### src/rtl/axil2reg_rd.sv
// AXI4-Lite read-channel slave: turns an AR beat into a one-cycle register-file read
// strobe, waits a fixed latency for the data, then holds the R beat until accepted.
module axil2reg_rd #(
   parameter int unsigned ADDR_WIDTH = 32,
   parameter int unsigned DATA_WIDTH = 32,
   parameter int unsigned RD_LATENCY = 1
) (
   input  logic                  clk,
   input  logic                  rst_n,
   input  logic [ADDR_WIDTH-1:0] s_axil_araddr,
   input  logic [2:0]            s_axil_arprot,
   input  logic                  s_axil_arvalid,
   output logic                  s_axil_arready,
   output logic [DATA_WIDTH-1:0] s_axil_rdata,
   output logic [1:0]            s_axil_rresp,
   output logic                  s_axil_rvalid,
   input  logic                  s_axil_rready,
   output logic [ADDR_WIDTH-1:0] reg_rd_addr,
   output logic                  reg_rd_en,
   input  logic [DATA_WIDTH-1:0] reg_rd_data,
   input  logic                  reg_rd_okay
);

   localparam logic [3:0] CntInit = 4'(RD_LATENCY - 1);
   localparam logic [1:0] RespOkay = 2'b00;
   localparam logic [1:0] RespSlvErr = 2'b10;

   typedef enum logic [1:0] {StIdle, StWait, StResp} state_t;

   state_t                state_q, state_d;
   logic [3:0]            cnt_q, cnt_d;
   logic [DATA_WIDTH-1:0] rdata_q, rdata_d;
   logic [1:0]            rresp_q, rresp_d;

   // Protection bits carry no meaning for a CSR file.
   logic unused_prot;
   assign unused_prot = ^s_axil_arprot;

   always_ff @(posedge clk or negedge rst_n) begin
      if (!rst_n) begin
         state_q <= StIdle;
         cnt_q   <= 4'd0;
         rdata_q <= '0;
         rresp_q <= RespOkay;
      end else begin
         state_q <= state_d;
         cnt_q   <= cnt_d;
         rdata_q <= rdata_d;
         rresp_q <= rresp_d;
      end
   end

   always_comb begin
      state_d = state_q;
      cnt_d   = cnt_q;
      rdata_d = rdata_q;
      rresp_d = rresp_q;
      unique case (state_q)
         StIdle: begin
            if (s_axil_arvalid) begin
               state_d = StWait;
               cnt_d   = CntInit;
            end
         end
         StWait: begin
            if (cnt_q != 4'd0) begin
               cnt_d = cnt_q - 4'd1;
            end else begin
               state_d = StResp;
               // Register data is dropped on a decode error so nothing leaks out.
               if (reg_rd_okay) begin
                  rdata_d = reg_rd_data;
                  rresp_d = RespOkay;
               end else begin
                  rdata_d = '0;
                  rresp_d = RespSlvErr;
               end
            end
         end
         StResp: begin
            if (s_axil_rready) begin
               state_d = StIdle;
            end
         end
         default: state_d = StIdle;
      endcase
   end

   assign s_axil_arready = (state_q == StIdle);
   assign reg_rd_en      = (state_q == StIdle) && s_axil_arvalid;
   assign reg_rd_addr    = s_axil_araddr;
   assign s_axil_rvalid  = (state_q == StResp);
   assign s_axil_rdata   = rdata_q;
   assign s_axil_rresp   = rresp_q;

endmodule

### config.mk
export PLATFORM = sky130hd
export DESIGN_NAME = axil2reg_rd
export DESIGN_NICKNAME = d
export VERILOG_FILES = /design/src/rtl/axil2reg_rd.sv
export SDC_FILE = /design/constraint.sdc
export NUM_CORES = 1
export LEC_CHECK = 0
export BUFFER_PORTS_ARGS = -buffer_cell sky130_fd_sc_hd__buf_2
export CAP_MARGIN = 10
export CORE_MARGIN = 4
export CORE_UTILIZATION = 41
export CTS_CLUSTER_SIZE = 8
export DETAILED_ROUTE_END_ITERATION = 8
export PLACE_DENSITY = 0.88
export REMOVE_ABC_BUFFERS = 1
export SLEW_MARGIN = 20
export SYNTH_ARGS = -nofsm -noshare
export SYNTH_HDL_FRONTEND = slang
export SYNTH_SLANG_ARGS = --single-unit
### constraint.sdc
create_clock -name clk -period 1.7 [get_ports clk]
set_input_delay 0.085 -clock clk [delete_from_list [all_inputs] [get_ports clk]]
set_output_delay 0.085 -clock clk [all_outputs]
set_load 0.01 [all_outputs]
[After elaboration in Yosys (flattened, before gate mapping)]
Cells that the tools add are included.
Word-level totals
  bits in registers: 40
  bits in latches: 0
  memory bits (writable): 0
  ROM bits: 0
  input bits: 72
  output and inout bits: 69
  logic and storage cells: 28
  memories kept: 0
Operators by class
  add/sub/neg operators: 1
  $mul: 0
  div/mod/pow operators: 0
  magnitude comparators: 0
  equality and inequality tests: 6
  shift-type cells: 0
  mux-type cells: 9
  bitwise gates (word level): 1
  reduce and logical (&&, ||, !) cells: 7
Operators with widths (number)
  32-bit 2-to-1 mux: 1
  2-bit 2-to-1 mux: 4
  4-bit 2-to-1 mux: 2
  4-bit case mux with 2 select lines: 1
  2-bit inequality test (second input constant): 3
  2-bit case mux with 3 select lines: 1
  3-bit AND reduction: 2
  4-bit nonzero test: 1
  4-bit by 1-bit subtractor with 4-bit output (second input constant): 1
  2-bit by 1-bit equality test with 1-bit output (second input constant): 1
  2-bit equality test (second input constant): 1
  2-bit zero test: 1
  2-bit by 1-bit inequality test with 1-bit output (second input constant): 1
  2-bit AND reduction: 1
  2-bit nonzero test: 1
  1-bit logical AND: 1
  1-bit inverter: 1

[Depth between registers and ports, before layout]
  depth in word-level cells: 3
  gate-level depth with buffers: 6
  mapped depth without buffers: 5

[Worst setup path before layout]
No wires, ideal clock.
  kind: register to register
  from: register cnt_q[0]
  to: register rresp_q[1], in the netlist s_axil_rresp[1]
  library setup time: 0.137 ns
  arrival: 1.274 ns
  setup slack: 0.289 ns
  cell stages (with the launch flop): 7
  cell sequence: dfrtp_1 inv_1 ha_1 nor4b_4 nand2_4 buf_6 mux2i_1
Between the ends
  longest elaborated chain between the ends: 3
RTL lines
  start: declaration: line 31  | logic [3:0] cnt_q, cnt_d;
  start signal: assignment: line 47  | cnt_q <= cnt_d;
  4-bit nonzero test: line 66  | if (cnt_q != 4'd0) begin
  1-bit inverter (no line)
  2-bit AND reduction (no line)
  end signal: assignment: line 44  | rresp_q <= RespOkay;
  end signal: assignment: line 49  | rresp_q <= rresp_d;
  end: declaration: line 33  | logic [1:0] rresp_q, rresp_d;
No other way between the ends.
A chain may end at the register's enable or synchronous reset.

[Final worst setup path]
  from: register state_q[1]
  to: output reg_rd_en
Between the ends
  longest elaborated chain between the ends: 2
RTL lines
  start: declaration: line 30  | state_t state_q, state_d;
  start signal: assignment: line 41  | state_q <= StIdle;
  start signal: assignment: line 46  | state_q <= state_d;
  2-bit zero test: line 90  | assign reg_rd_en = (state_q == StIdle) && s_axil_arvalid;
  1-bit logical AND: line 90
  end: declaration: line 19  | output logic reg_rd_en,
No other way between the ends.

==> impl_metrics.csv <==
group,metric,value,unit
status,status,"finished clean",
timing,tightest_slew,585,ps
pwr,power.internal,2380,uW
placed_design,place_area,2240,um^2
hold_path,hp-class,"input pin to register",
logic_synthesis,ys_ff_latch,39,
placed_design,placed_cells,312,
critical_path,criticalPathCategory,"register to primary output",
grt,track_usage,0.164,
pwr,switching_share,0.369,
floorplanning,ioPinCount,141,
clocking,postCtsResizedCells,0,
logic_synthesis,netlist_area,2060,um^2
grt,grt_max_degree,34,
floorplanning,die_x,78.8,um
clocking,h-tree-depth,2,
critical_path,cp_top_family,"simple AND/OR/NAND/NOR gates",
logic_synthesis,ys_top_cells_by_area,"dfrtp_1 (47%), mux2i_1 (17%), buf_4 (12%)",
logic_synthesis,synth_area_per_cell,9.84,um^2
critical_path,cp.required,1620,ps
timing,worst_slack,97.5,ps
route,drtPass1Iterations,4,
critical_path,crit_chain,"or3b_2 > inv_1 > buf_2",
timing,tns,0,ps
floorplanning,dieArea,6210,um^2
critical_path,crit_buf_inv,2,
clocking,cts_tree,"done",
clocking,cts_buffer_depth,2,
floorplanning,die_h,78.8,um
placed_design,pre_cts_ws,129,ps
final_layout,final_util,0.489,
critical_path,worstPathMaxFanout,8,
floorplanning,core_area,4790,um^2
logic_synthesis,netlist_instances,209,
pwr,peakVddDrop,0.000649,V
pwr,switchingPower,1390,uW
final_layout,final_nets,327,
clocking,root_buffer,"clkbuf_8",
final_layout,final_cell_area,2340,um^2
final_layout,layout_commonest_cell,"buf_2",
route,via_count,1423,
final_layout,antenna_cells,0,
route,wl,4880,um
logic_synthesis,yosys.area.top_type,"dfrtp_1",
timing,post-route-min-period,1600,ps
timing,rsz0062_at_grt,"no",
grt,antenna_found_initial,0,
pwr,p_leak,0.00146,uW
clocking,cts_sinks,39,
logic_synthesis,yosysWarnings,0,
logic_synthesis,ys_seq_area_frac,0.474,
logic_synthesis,synth_top_area_share,0.474,
timing,max-slew-margin-rel,0.610,
logic_synthesis,synth.distinct_cells,24,
route,drt_first_iter_violations,44,
clocking,clk_pin_slew_worst_paths,70,ps
critical_path,crit_path_top_delay_cell,"or3b_2",
logic_synthesis,async_flop_share,1.00,
timing,slew_violations,0,
placed_design,gp_congestion,0.718,
pwr,power_frac_comb,0.430,
critical_path,crit_arrival,1520,ps
floorplanning,fp-row-count,25,
grt,overflow,0,
route,detail-route-antenna-nets,0,
route,wl_per_cell,15.2,um
final_layout,mostFrequentLayoutCells,"buf_2 (72), dfrtp_1 (39), nand2_1 (38)",
placed_design,numPortBuffers,72,
final_layout,area_delta_synth_final,13.7,%
pwr,clockPowerShare,0.156,
final_layout,stdcell_count,322,
critical_path,start_kind,"register",
grt,grt_first_pass_wirelength,7670,um
timing,setup_violations,0,
pwr,seqPwrFrac,0.414,
pwr,p_per_area,1610,nW/um^2
timing,hold_viol,0,
critical_path,max_stage_delay,550,ps
timing,final.period_utilization,0.943,
clocking,clk_latency,280,ps
logic_synthesis,synth_top_flop_cell,"dfrtp_1",
floorplanning,start_util,0.430,
clocking,numCtsBuffers,5,
logic_synthesis,synth_edf_count,0,
timing,max_freq,624,MHz
placed_design,hpwl,3730,um
timing,fin_skew,4.12,ps
route,avgViaCountPerCell,4.42,
grt,grt_pass1_vias,1511,
route,drcViolationCount,0,
flow_run,maxCapViolations,0,
critical_path,endpoint_kind,"primary output",
final_layout,drive_gt1_frac,0.341,
## layer usage
layer	wire, um	vias up	global-route usage
li1	-	691	-
met1	2050	635	0.203
met2	2100	87	0.228
met3	649	8	0.107
met4	43	2	0.0464
met5	29	-	0.0636
## worst paths after layout
kind	startpoint	endpoint	slack [ps]	cells after the start
max in group asynchronous	rst_n	s_axil_rdata[9]	1120	3
max reg2reg	cnt_q[0]	s_axil_rresp[1]	100	6
min reg2reg	cnt_q[0]	cnt_q[0]	520	1
min in group asynchronous	rst_n	s_axil_rdata[15]	140	2
max	state_q[1]	reg_rd_en	100	3
min	reg_rd_data[1]	s_axil_rdata[1]	40	3
## cell usage after synthesis, types with 2 or more instances
library cell and number:
inv_1 37, clkbuf_1 4, mux2i_1 35, dfrtp_1 39, nor3b_1 2, nor3_1 2, buf_6 3, nand2_1 38
buf_4 33, o21ai_0 2
## what timing repair did
action | CTS | global route
endpoints found under the hold margin | 40 | 0
buffers inserted | 0 | 0
endpoints found under the setup margin | 0 | 0
hold buffers | 2 | 0
## metrics by stage
stage	power [uW]	hold WS [ps]
6_report	3770	38.5
5_1_grt	4090	30.7
4_1_cts	3840	26.0
3_5_place_dp	3220	-99.9
3_3_place_gp	3150	-96.1
2_1_floorplan	2570	-211
## worst register-to-register path, cell delays in order, from the launching register on
cell and delay, ps:
dfrtp_1 410, inv_1 70, ha_1 230, nor4b_4 270, nand2_4 70, buf_4 240, mux2i_1 160
## kinds of logic after synthesis
group / count (synthesis) / synth area share
muxes: 35 / 0.170
buffers and inverters: 78 / 0.214
other: 1 / 0.00182
DFF: 39 / 0.474
and+or+nand+nor: 51 / 0.121
adders and majority gates: 1 / 0.00608
AOI/OAI and AO/OA: 4 / 0.0122
## power groups by stage
stage               Sequential, uW  Combinational (uW)  Clock, uW
finish                        1560                1620        590
global route                  1620                1810        659
CTS                           1560                1650        626
detailed placement            1570                1650          0
global placement              1560                1590          0
floorplan                     1700                 864          0
## sequential cells by signal (all words and copies together) (netlist names)
signal        cells
s_axil_rresp      1
state_q           2
s_axil_rdata     32
cnt_q             4
## cell type report
cell class | count | area, um^2
fillers | 469 | 2450
flip-flops and latches | 39 | 976
multi-input cells | 92 | 641
repair buffers | 79 | 418
inverters | 37 | 139
well taps | 67 | 83.8
clock buffers | 7 | 76.3
clock inverters | 1 | 5.00
(Power assumes the default switching activity.)
